### config.mk
export PLATFORM = sky130hd
export DESIGN_NAME = jtag_tap_ctrl_flat
export DESIGN_NICKNAME = d
export VERILOG_FILES = /design/src/rtl/jtag_tap_ctrl_if.sv /design/src/rtl/jtag_tap_ctrl.sv /design/src/flat_wrapper.sv
export SDC_FILE = /design/constraint.sdc
export NUM_CORES = 1
export LEC_CHECK = 0
export CAP_MARGIN = 20
export CORE_ASPECT_RATIO = 1.1
export CORE_MARGIN = 4
export CORE_UTILIZATION = 52
export CTS_CLUSTER_SIZE = 30
export DETAILED_ROUTE_END_ITERATION = 6
export PLACE_DENSITY = 0.83
export SETUP_SLACK_MARGIN = 0.2
export SLEW_MARGIN = 20
export SYNTH_ARGS = -nofsm -noshare
export SYNTH_HDL_FRONTEND = slang
export SYNTH_SLANG_ARGS = --single-unit
### constraint.sdc
create_clock -name tck_i -period 1.79 [get_ports tck_i]
set_clock_uncertainty 0.15 [all_clocks]
set_input_delay 0.2685 -clock tck_i [delete_from_list [all_inputs] [get_ports tck_i]]
set_output_delay 0.2685 -clock tck_i [all_outputs]
set_load 0.1 [all_outputs]
### src/rtl/jtag_tap_ctrl_if.sv
// Pin and chain-side signals of the TAP controller. The controller connects through
// the master modport. The pad/chain side connects through the slave modport.
interface jtag_tap_ctrl_if;
    logic tms_i;
    logic tdi_i;
    logic bs_chain_tdo_i;
    logic mbist_tdo_i;
    logic debug_tdo_i;
    logic test_logic_reset_o;
    logic capture_dr_o;
    logic shift_dr_o;
    logic pause_dr_o;
    logic update_dr_o;
    logic extest_select_o;
    logic sample_preload_select_o;
    logic mbist_select_o;
    logic debug_select_o;
    logic tdo_o;
    logic tdo_oe_o;

    modport master (
        input  tms_i, tdi_i, bs_chain_tdo_i, mbist_tdo_i, debug_tdo_i,
        output test_logic_reset_o, capture_dr_o, shift_dr_o, pause_dr_o, update_dr_o,
        output extest_select_o, sample_preload_select_o, mbist_select_o, debug_select_o,
        output tdo_o, tdo_oe_o
    );

    modport slave (
        output tms_i, tdi_i, bs_chain_tdo_i, mbist_tdo_i, debug_tdo_i,
        input  test_logic_reset_o, capture_dr_o, shift_dr_o, pause_dr_o, update_dr_o,
        input  extest_select_o, sample_preload_select_o, mbist_select_o, debug_select_o,
        input  tdo_o, tdo_oe_o
    );
endinterface

### src/rtl/jtag_tap_ctrl.sv
// IEEE 1149.1 TAP controller: 16-state FSM, instruction register, IDCODE/BYPASS
// data registers and the falling-edge TDO mux for the downstream scan chains.
module jtag_tap_ctrl #(
    parameter int                IR_LEN            = 4,
    parameter logic [31:0]       IDCODE_VAL        = 32'h1800_A0B5,
    parameter logic [IR_LEN-1:0] OP_EXTEST         = 4'h0,
    parameter logic [IR_LEN-1:0] OP_IDCODE         = 4'h1,
    parameter logic [IR_LEN-1:0] OP_SAMPLE_PRELOAD = 4'h2,
    parameter logic [IR_LEN-1:0] OP_MBIST          = 4'h8,
    parameter logic [IR_LEN-1:0] OP_DEBUG          = 4'h9,
    parameter logic [IR_LEN-1:0] OP_BYPASS         = 4'hF
) (
    input  logic           tck_i,
    input  logic           trst_n_i,
    jtag_tap_ctrl_if.master tap
);

    typedef enum logic [3:0] {
        TLR, RTI,
        SEL_DR, CAP_DR, SH_DR, EX1_DR, PAUSE_DR, EX2_DR, UPD_DR,
        SEL_IR, CAP_IR, SH_IR, EX1_IR, PAUSE_IR, EX2_IR, UPD_IR
    } tap_state_e;

    localparam logic [IR_LEN-1:0] IR_CAPTURE = {{(IR_LEN-2){1'b0}}, 2'b01};

    tap_state_e        state_q, state_d;
    logic              tlr_q, capture_q, shift_q, pause_q, update_q;

    logic [IR_LEN-1:0] ir_shift_q;
    logic [IR_LEN-1:0] ir_active_q, ir_active_d;
    logic              extest_sel_q, sample_sel_q, mbist_sel_q, debug_sel_q;

    logic [31:0]       idcode_q;
    logic              bypass_q;
    logic              sel_idcode, sel_bypass;

    logic              tdo_d, tdo_q, tdo_oe_q;

    always_comb begin
        state_d = state_q;
        unique case (state_q)
            TLR:      state_d = tap.tms_i ? TLR      : RTI;
            RTI:      state_d = tap.tms_i ? SEL_DR   : RTI;
            SEL_DR:   state_d = tap.tms_i ? SEL_IR   : CAP_DR;
            CAP_DR:   state_d = tap.tms_i ? EX1_DR   : SH_DR;
            SH_DR:    state_d = tap.tms_i ? EX1_DR   : SH_DR;
            EX1_DR:   state_d = tap.tms_i ? UPD_DR   : PAUSE_DR;
            PAUSE_DR: state_d = tap.tms_i ? EX2_DR   : PAUSE_DR;
            EX2_DR:   state_d = tap.tms_i ? UPD_DR   : SH_DR;
            UPD_DR:   state_d = tap.tms_i ? SEL_DR   : RTI;
            SEL_IR:   state_d = tap.tms_i ? TLR      : CAP_IR;
            CAP_IR:   state_d = tap.tms_i ? EX1_IR   : SH_IR;
            SH_IR:    state_d = tap.tms_i ? EX1_IR   : SH_IR;
            EX1_IR:   state_d = tap.tms_i ? UPD_IR   : PAUSE_IR;
            PAUSE_IR: state_d = tap.tms_i ? EX2_IR   : PAUSE_IR;
            EX2_IR:   state_d = tap.tms_i ? UPD_IR   : SH_IR;
            UPD_IR:   state_d = tap.tms_i ? SEL_DR   : RTI;
            default:  state_d = TLR;
        endcase
    end

    // Strobes are registered from the next state, so they line up exactly with state_q.
    always_ff @(posedge tck_i or negedge trst_n_i) begin
        if (!trst_n_i) begin
            state_q   <= TLR;
            tlr_q     <= 1'b1;
            capture_q <= 1'b0;
            shift_q   <= 1'b0;
            pause_q   <= 1'b0;
            update_q  <= 1'b0;
        end else begin
            state_q   <= state_d;
            tlr_q     <= (state_d == TLR);
            capture_q <= (state_d == CAP_DR);
            shift_q   <= (state_d == SH_DR);
            pause_q   <= (state_d == PAUSE_DR);
            update_q  <= (state_d == UPD_DR);
        end
    end

    always_comb begin
        ir_active_d = ir_active_q;
        if (state_q == TLR) begin
            ir_active_d = OP_IDCODE;
        end else if (state_q == UPD_IR) begin
            ir_active_d = ir_shift_q;
        end
    end

    always_ff @(posedge tck_i or negedge trst_n_i) begin
        if (!trst_n_i) begin
            ir_shift_q   <= '0;
            ir_active_q  <= OP_IDCODE;
            extest_sel_q <= 1'b0;
            sample_sel_q <= 1'b0;
            mbist_sel_q  <= 1'b0;
            debug_sel_q  <= 1'b0;
        end else begin
            if (state_q == CAP_IR) begin
                ir_shift_q <= IR_CAPTURE;
            end else if (state_q == SH_IR) begin
                ir_shift_q <= {tap.tdi_i, ir_shift_q[IR_LEN-1:1]};
            end
            ir_active_q  <= ir_active_d;
            extest_sel_q <= (ir_active_d == OP_EXTEST);
            sample_sel_q <= (ir_active_d == OP_SAMPLE_PRELOAD);
            mbist_sel_q  <= (ir_active_d == OP_MBIST);
            debug_sel_q  <= (ir_active_d == OP_DEBUG);
        end
    end

    // Any opcode that does not name a real chain falls back to the 1-bit bypass path.
    assign sel_idcode = (ir_active_q == OP_IDCODE);
    assign sel_bypass = (ir_active_q == OP_BYPASS) ||
                        !((ir_active_q == OP_EXTEST) || (ir_active_q == OP_SAMPLE_PRELOAD) ||
                          (ir_active_q == OP_MBIST)  || (ir_active_q == OP_DEBUG) || sel_idcode);

    always_ff @(posedge tck_i or negedge trst_n_i) begin
        if (!trst_n_i) begin
            idcode_q <= IDCODE_VAL;
            bypass_q <= 1'b0;
        end else begin
            if (state_q == CAP_DR) begin
                if (sel_idcode) idcode_q <= IDCODE_VAL;
                if (sel_bypass) bypass_q <= 1'b0;
            end else if (state_q == SH_DR) begin
                if (sel_idcode) idcode_q <= {tap.tdi_i, idcode_q[31:1]};
                if (sel_bypass) bypass_q <= tap.tdi_i;
            end
        end
    end

    always_comb begin
        tdo_d = tdo_q;
        if (state_q == SH_IR) begin
            tdo_d = ir_shift_q[0];
        end else if (state_q == SH_DR) begin
            if (extest_sel_q || sample_sel_q) tdo_d = tap.bs_chain_tdo_i;
            else if (mbist_sel_q)             tdo_d = tap.mbist_tdo_i;
            else if (debug_sel_q)             tdo_d = tap.debug_tdo_i;
            else if (sel_idcode)              tdo_d = idcode_q[0];
            else                              tdo_d = bypass_q;
        end
    end

    // TDO changes on the falling edge so the far end can sample it on the next rising edge.
    always_ff @(negedge tck_i or negedge trst_n_i) begin
        if (!trst_n_i) begin
            tdo_q    <= 1'b0;
            tdo_oe_q <= 1'b0;
        end else begin
            tdo_q    <= tdo_d;
            tdo_oe_q <= (state_q == SH_IR) || (state_q == SH_DR);
        end
    end

    assign tap.test_logic_reset_o      = tlr_q;
    assign tap.capture_dr_o            = capture_q;
    assign tap.shift_dr_o              = shift_q;
    assign tap.pause_dr_o              = pause_q;
    assign tap.update_dr_o             = update_q;
    assign tap.extest_select_o         = extest_sel_q;
    assign tap.sample_preload_select_o = sample_sel_q;
    assign tap.mbist_select_o          = mbist_sel_q;
    assign tap.debug_select_o          = debug_sel_q;
    assign tap.tdo_o                   = tdo_q;
    assign tap.tdo_oe_o                = tdo_oe_q;

endmodule

### src/flat_wrapper.sv
// flat-port wrapper written by rule: the top's interface ports become plain ports
module jtag_tap_ctrl_flat 
#(
    parameter int                IR_LEN            = 4,
    parameter logic [31:0]       IDCODE_VAL        = 32'h1800_A0B5,
    parameter logic [IR_LEN-1:0] OP_EXTEST         = 4'h0,
    parameter logic [IR_LEN-1:0] OP_IDCODE         = 4'h1,
    parameter logic [IR_LEN-1:0] OP_SAMPLE_PRELOAD = 4'h2,
    parameter logic [IR_LEN-1:0] OP_MBIST          = 4'h8,
    parameter logic [IR_LEN-1:0] OP_DEBUG          = 4'h9,
    parameter logic [IR_LEN-1:0] OP_BYPASS         = 4'hF
)
  (tck_i, trst_n_i, tap_tms_i, tap_tdi_i, tap_bs_chain_tdo_i, tap_mbist_tdo_i, tap_debug_tdo_i, tap_test_logic_reset_o, tap_capture_dr_o, tap_shift_dr_o, tap_pause_dr_o, tap_update_dr_o, tap_extest_select_o, tap_sample_preload_select_o, tap_mbist_select_o, tap_debug_select_o, tap_tdo_o, tap_tdo_oe_o);
  jtag_tap_ctrl_if tap_i ();
  input  logic tck_i;
  input  logic trst_n_i;
  input wire logic [$bits(tap_i.tms_i)-1:0] tap_tms_i;
  input wire logic [$bits(tap_i.tdi_i)-1:0] tap_tdi_i;
  input wire logic [$bits(tap_i.bs_chain_tdo_i)-1:0] tap_bs_chain_tdo_i;
  input wire logic [$bits(tap_i.mbist_tdo_i)-1:0] tap_mbist_tdo_i;
  input wire logic [$bits(tap_i.debug_tdo_i)-1:0] tap_debug_tdo_i;
  output wire logic [$bits(tap_i.test_logic_reset_o)-1:0] tap_test_logic_reset_o;
  output wire logic [$bits(tap_i.capture_dr_o)-1:0] tap_capture_dr_o;
  output wire logic [$bits(tap_i.shift_dr_o)-1:0] tap_shift_dr_o;
  output wire logic [$bits(tap_i.pause_dr_o)-1:0] tap_pause_dr_o;
  output wire logic [$bits(tap_i.update_dr_o)-1:0] tap_update_dr_o;
  output wire logic [$bits(tap_i.extest_select_o)-1:0] tap_extest_select_o;
  output wire logic [$bits(tap_i.sample_preload_select_o)-1:0] tap_sample_preload_select_o;
  output wire logic [$bits(tap_i.mbist_select_o)-1:0] tap_mbist_select_o;
  output wire logic [$bits(tap_i.debug_select_o)-1:0] tap_debug_select_o;
  output wire logic [$bits(tap_i.tdo_o)-1:0] tap_tdo_o;
  output wire logic [$bits(tap_i.tdo_oe_o)-1:0] tap_tdo_oe_o;
  assign tap_i.tms_i = tap_tms_i;
  assign tap_i.tdi_i = tap_tdi_i;
  assign tap_i.bs_chain_tdo_i = tap_bs_chain_tdo_i;
  assign tap_i.mbist_tdo_i = tap_mbist_tdo_i;
  assign tap_i.debug_tdo_i = tap_debug_tdo_i;
  assign tap_test_logic_reset_o = tap_i.test_logic_reset_o;
  assign tap_capture_dr_o = tap_i.capture_dr_o;
  assign tap_shift_dr_o = tap_i.shift_dr_o;
  assign tap_pause_dr_o = tap_i.pause_dr_o;
  assign tap_update_dr_o = tap_i.update_dr_o;
  assign tap_extest_select_o = tap_i.extest_select_o;
  assign tap_sample_preload_select_o = tap_i.sample_preload_select_o;
  assign tap_mbist_select_o = tap_i.mbist_select_o;
  assign tap_debug_select_o = tap_i.debug_select_o;
  assign tap_tdo_o = tap_i.tdo_o;
  assign tap_tdo_oe_o = tap_i.tdo_oe_o;
  jtag_tap_ctrl #(.IR_LEN(IR_LEN), .IDCODE_VAL(IDCODE_VAL), .OP_EXTEST(OP_EXTEST), .OP_IDCODE(OP_IDCODE), .OP_SAMPLE_PRELOAD(OP_SAMPLE_PRELOAD), .OP_MBIST(OP_MBIST), .OP_DEBUG(OP_DEBUG), .OP_BYPASS(OP_BYPASS)) u_core (.tck_i(tck_i), .trst_n_i(trst_n_i), .tap(tap_i));
endmodule
==> results.md, run 1 <==
* Status: stopped before the end
* Stop stage: global routing
* First error: [ERROR DPL-0033] detailed placement checks failed during check placement.
* Synth Area in Adders at 0
* Port Buf Inserts at 17
* Synthesis warning total at 0
* Worst_ep grt: u_core.tap.tdo_o$_DFFE_NN0P_/D
* Compound-Gate Fraction of Synth Area at 0.177
* Pin count of the biggest net entering global routing at 55
* Instance count of the mapped netlist at 262
* Async set-reset flop share out of synthesis at 1.00
* Root buffer cell: clkbuf_8
* IO Pins at 18
* Worst endpoint type: register data pin
* Die H at 81.9 um
* Number of cell rows at 26
* Simple-gate portion of the synthesized area at 0.206
* Synth Cell Area at 2580 um2
* Yosys reg bits at 56
* Sequential area share after synthesis at 0.548
* Mapped Nets at 269
* Post-synth top flop: dfrtp_1
* Final HPWL DP at 3.61 mm
* Largest family of logic cells by synthesized area: simple AND/OR/NAND/NOR gates
* Placed Area at 3150 um2
* Post-synthesis mux area share at 0.00388
* Antenna violations before repair at 0
* Netlist cell types at 52
* Xor/xnor cell area share of the yosys netlist at 0.00679
* Final Wtd Congestion at 0.764
* Syn avg cell area at 9.85 um2
* Post-synth EDFFs at 0
* H-tree level count at 2
* CTS Sinks at 56
* Die boundary width at 75.2 um
* Starting Density at 0.547
* Cts bufs inserted at 5
* Max Root-Sink Buffers at 2
[synth_stat cells (2+ instances only)]
library cell | n | area share
o21ai_1 | 14 | 0.027
nor3_1 | 3 | 0.0058
buf_2 | 9 | 0.017
and3_1 | 3 | 0.0073
o21ai_0 | 28 | 0.054
buf_4 | 4 | 0.012
buf_6 | 3 | 0.013
dfrtp_1 | 43 | 0.42
nor3b_1 | 3 | 0.0087
xnor2_1 | 2 | 0.0068
nor2b_1 | 2 | 0.0048
o21a_1 | 2 | 0.0058
o31ai_1 | 2 | 0.0058
nand3_1 | 4 | 0.0078
a21o_1 | 2 | 0.0058
a21oi_1 | 4 | 0.0078
dfstp_2 | 11 | 0.11
o31a_1 | 3 | 0.010
nor2_1 | 16 | 0.023
inv_1 | 6 | 0.0087
a211oi_1 | 2 | 0.0058
o22ai_1 | 2 | 0.0048
nand2_1 | 62 | 0.090
dfrtn_1 | 2 | 0.019
clkbuf_1 | 3 | 0.0044
[stage by stage]
stage               hold slack (ns)  worst slack [ns]  std cells
detailed placement            0.307            -0.754        354
global placement              0.303            -0.708        354
floorplan                    -0.177            -0.700        262
CTS                          0.0243            -0.752        404
[repair_timing]
item,4_1_cts
cloned,12
pin swaps,33
hold buffers,0
endpoints found under the setup margin,47
resized for setup,111
setup buffers,30
[kinds of logic after synthesis]
logic type / after synthesis
AO/OA/AOI/OAI: 70
XOR/XNOR: 2
buffers and inverters: 26
flip-flops: 56
multiplexers: 1
AND/OR/NAND/NOR: 107
==> inputs of run 2 (changes only) <==
--- a/config.mk
+++ b/config.mk
@@ -6,13 +6,10 @@
 export NUM_CORES = 1
 export LEC_CHECK = 0
 export CAP_MARGIN = 20
-export CORE_ASPECT_RATIO = 1.1
 export CORE_MARGIN = 4
-export CORE_UTILIZATION = 52
-export CTS_CLUSTER_SIZE = 30
+export CORE_UTILIZATION = 40
 export DETAILED_ROUTE_END_ITERATION = 6
-export PLACE_DENSITY = 0.83
-export SETUP_SLACK_MARGIN = 0.2
+export PLACE_DENSITY_LB_ADDON = 0.15
 export SLEW_MARGIN = 20
 export SYNTH_ARGS = -nofsm -noshare
 export SYNTH_HDL_FRONTEND = slang
==> constraint.sdc (replaced) <==
create_clock -name tck_i -period 2.35 [get_ports tck_i]
set_clock_uncertainty 0.15 [all_clocks]
set_input_delay 0.3525 -clock tck_i [delete_from_list [all_inputs] [get_ports tck_i]]
set_output_delay 0.3525 -clock tck_i [all_outputs]
set_load 0.1 [all_outputs]
==> results.md, run 2 <==
* Status: complete, but fails checks
* Failing checks: negative setup slack
* Post-route ant nets at 0
* Yosys reg bits at 56 (unchanged)
* Most frequent standard cell in the layout excluding fill and tap cells: nand2_1
* Proportion of layout cells with a drive suffix above 1 at 0.252
* Post-synth EDFFs at 0 (unchanged)
* Synthesis warning total at 0 (unchanged)
* Async set-reset flop share out of synthesis at 1.00 (unchanged)
* Initial DRC count at 103
* Critical Path, Cell by Cell: nor4b_4 -> mux2i_1 -> o2111ai_1 -> a32o_1
* Slack of the critical path at -0.483 ns
* Fillers at 608
* Synthesis-to-finish area growth at 18.9%
* Vias per std cell at 5.01
* Routed vias at 1858
* RSZ-0062 raised after global routing: true
* Pin count of the biggest net entering global routing at 65
* IO Pins at 18 (unchanged)
* Port Buf Inserts at 17 (unchanged)
* Total negative setup slack at -1.16 ns
* P_int at 2.57 mW
* Grt ovf at 0
* CTS Sinks at 56 (unchanged)
* Worst Path Arrival at 1.67 ns
* Most frequent cells in the layout: 62 x nand2_1, 39 x dfrtp_1, 33 x buf_4
* Switching share of total power at 0.437
* Post-route DRC at 0
* Required @ worst endpoint at 1.18 ns
* Worst setup SP type: flip-flop
* Root buffer cell: clkbuf_8
* Switching power at 2.00 mW
* Rel. slew slack at 0.749
* Post-synth top flop: dfrtp_1
* Tot GR Track Use at 0.140
* Combinational power share at 0.519
* Hold/Removal Path Class: reg -> reg
* Largest Register: u_core.idcode_q
* Starting Density at 0.409 (-0.138)
* Instance count of the mapped netlist at 262 (unchanged)
* Die boundary width at 88.3 um (+17%)
* CP Max Fanout at 2
* Worst-margin pin slew at 0.373 ns
* Most common cell in the netlist: nand2_1
* First-pass GRT wire length at 8.62 mm
* Synth top area cells: dfrtp_1 42%, dfstp_2 11%, nand2_1 9.0%
* Final setup fails at 4
* Slowest cell on crit path: dfstp_2
* Leak Pwr at 1.34 nW
* Synth top area share at 0.417 (unchanged)
* Mapped Nets at 269 (unchanged)
* Synth Cell Area at 2580 um2 (unchanged)
* Multi-input gate area at 1030 um2
* Final HPWL DP at 3.46 mm (-3.9%)
* Power, Total at 4.57 mW
* Clock power frac at 0.141
* Net count reported at finish at 300
* Netlist cell types at 52 (unchanged)
* Max Root-Sink Buffers at 2 (unchanged)
* Post-synth top cells: 62 x nand2_1, 43 x dfrtp_1, 28 x o21ai_0, 16 x nor2_1, 14 x o21ai_1
* H-tree level count at 2 (unchanged)
* Sequential area share after synthesis at 0.548 (unchanged)
* Cts bufs inserted at 5 (unchanged)
* Core ar. at 6310 um2
* Share of power burned in registers at 0.340
* Syn avg cell area at 9.85 um2 (unchanged)
* Skew-Pair Late Insertion Delay at 0.31 ns
* Final Wtd Congestion at 0.777 (+1.7%)
* Hold Violations, Final at 0
* Wire length per cell at 13.2 um
* Synth area leader: dfrtp_1
* Slew Viols, Final at 0
* Maxcap violations at 0
* Number of cell rows at 29 (+12%)
* Setup CP Type: reg -> reg
* CP Capture Type: flip-flop
* PD cells at 1490 nW/um2
* Max FFs per register at 32
* CP top delay family: flip-flops
* Vias in the first global route at 1778
* Detailed-route wire length at 4.88 mm
* Largest stage delay on the critical path at 0.54 ns
* Antenna violations before repair at 0
* Number of diodes at 0
* Die ar. at 7800 um2
* Pre-antenna DRT Iters at 4
* Worst-path clk slew at 0.10 ns
* VDD IR max at 0.000809 V
* TritonCTS clock tree: yes
* WP buf/inv at 0
* Die H at 88.3 um (+7.9%)
* Sequential Area at 1420 um2
-- run 2: cell counts after synthesis --
Identical to the previous run, type by type.
-- run 2: path summary, 6_finish.rpt --
kind,cells after the start,slack [ns],from,endpoint
max,4,-0.48,u_core.ir_active_q[0],u_core.tap.tdo_o
min,2,0.32,u_core.idcode_q[27],u_core.idcode_q[27]
max reg2reg,4,-0.48,u_core.ir_active_q[0],u_core.tap.tdo_o
min reg2reg,2,0.32,u_core.idcode_q[27],u_core.idcode_q[27]
max in group asynchronous,2,0.55,trst_n_i,u_core.tap.tdo_oe_o
min in group asynchronous,2,0.46,trst_n_i,u_core.tap.test_logic_reset_o
-- run 2: logic make-up (layout without fill, tap and decap cells) --
| group | count (synthesis) | after routing | share of synthesized area |
|---|---|---|---|
| compound gates | 70 | 70 | 0.177 |
| xor+xnor | 2 | 2 | 0.00679 |
| buf+inv | 26 | 58 | 0.0577 |
| flops | 56 | 56 | 0.548 |
| mux | 1 | 1 | 0.00388 |
| simple gates | 107 | 107 | 0.206 |
-- run 2: layout make-up --
cell class,instances,area share
Sequential cell,56,0.463
Multi-Input combinational cell,180,0.337
Timing Repair Buffer,43,0.122
Tap cell,77,0.0314
Clock buffer,5,0.0224
Clock inverter,3,0.0151
Inverter,7,0.00938
-- run 2: timing repair --
action / in CTS / in global routing
pin swaps: 1 / 1
endpoints found under the hold margin: 1 / 0
hold buffers: 1 / 0
buffers inserted: 1 / 1
resized for setup: 1 / 0
setup endpoints to repair: 4 / 4
-- run 2: per-stage QoR --
step           cells   util  hold slack [ns]  worst slack [ns]  instance area (um2)
5_1_grt          371  0.486            0.357            -0.624                 3070
2_1_floorplan    262      -          -0.0931            -0.420                 2610
3_5_place_dp     361  0.465            0.256            -0.468                 2940
3_3_place_gp     361  0.465            0.262            -0.434                 2940
6_report         371  0.486            0.319            -0.483                 3070
4_1_cts          371  0.486            0.323            -0.487                 3070
-- run 2: power by group through the flow --
stage	registers, mW	logic, mW	clock network [mW]
global placement	1.57	2.34	0
detailed placement	1.58	2.37	0
floorplan	1.97	1.36	0
global route	1.60	2.62	0.710
finish	1.56	2.37	0.643
CTS	1.56	2.39	0.674
-- run 2: worst reg2reg max path: cells and delay by family, from the launching register on --
| kind | cells | cell delay [ns] |
|---|---|---|
| and+or+nand+nor | 1 | 0.22 |
| muxes | 1 | 0.24 |
| AOI/OAI and AO/OA | 2 | 0.35 |
| DFF | 1 | 0.54 |
-- run 2: layer usage --
metal / up-vias / GRT usage / share of wire
met5: - / 0 / 0
met4: 0 / 0.0508 / 0.014
met3: 6 / 0.0270 / 0.037
met2: 34 / 0.200 / 0.43
met1: 858 / 0.212 / 0.52
li1: 960 / - / -
(Power assumes the default switching activity.)
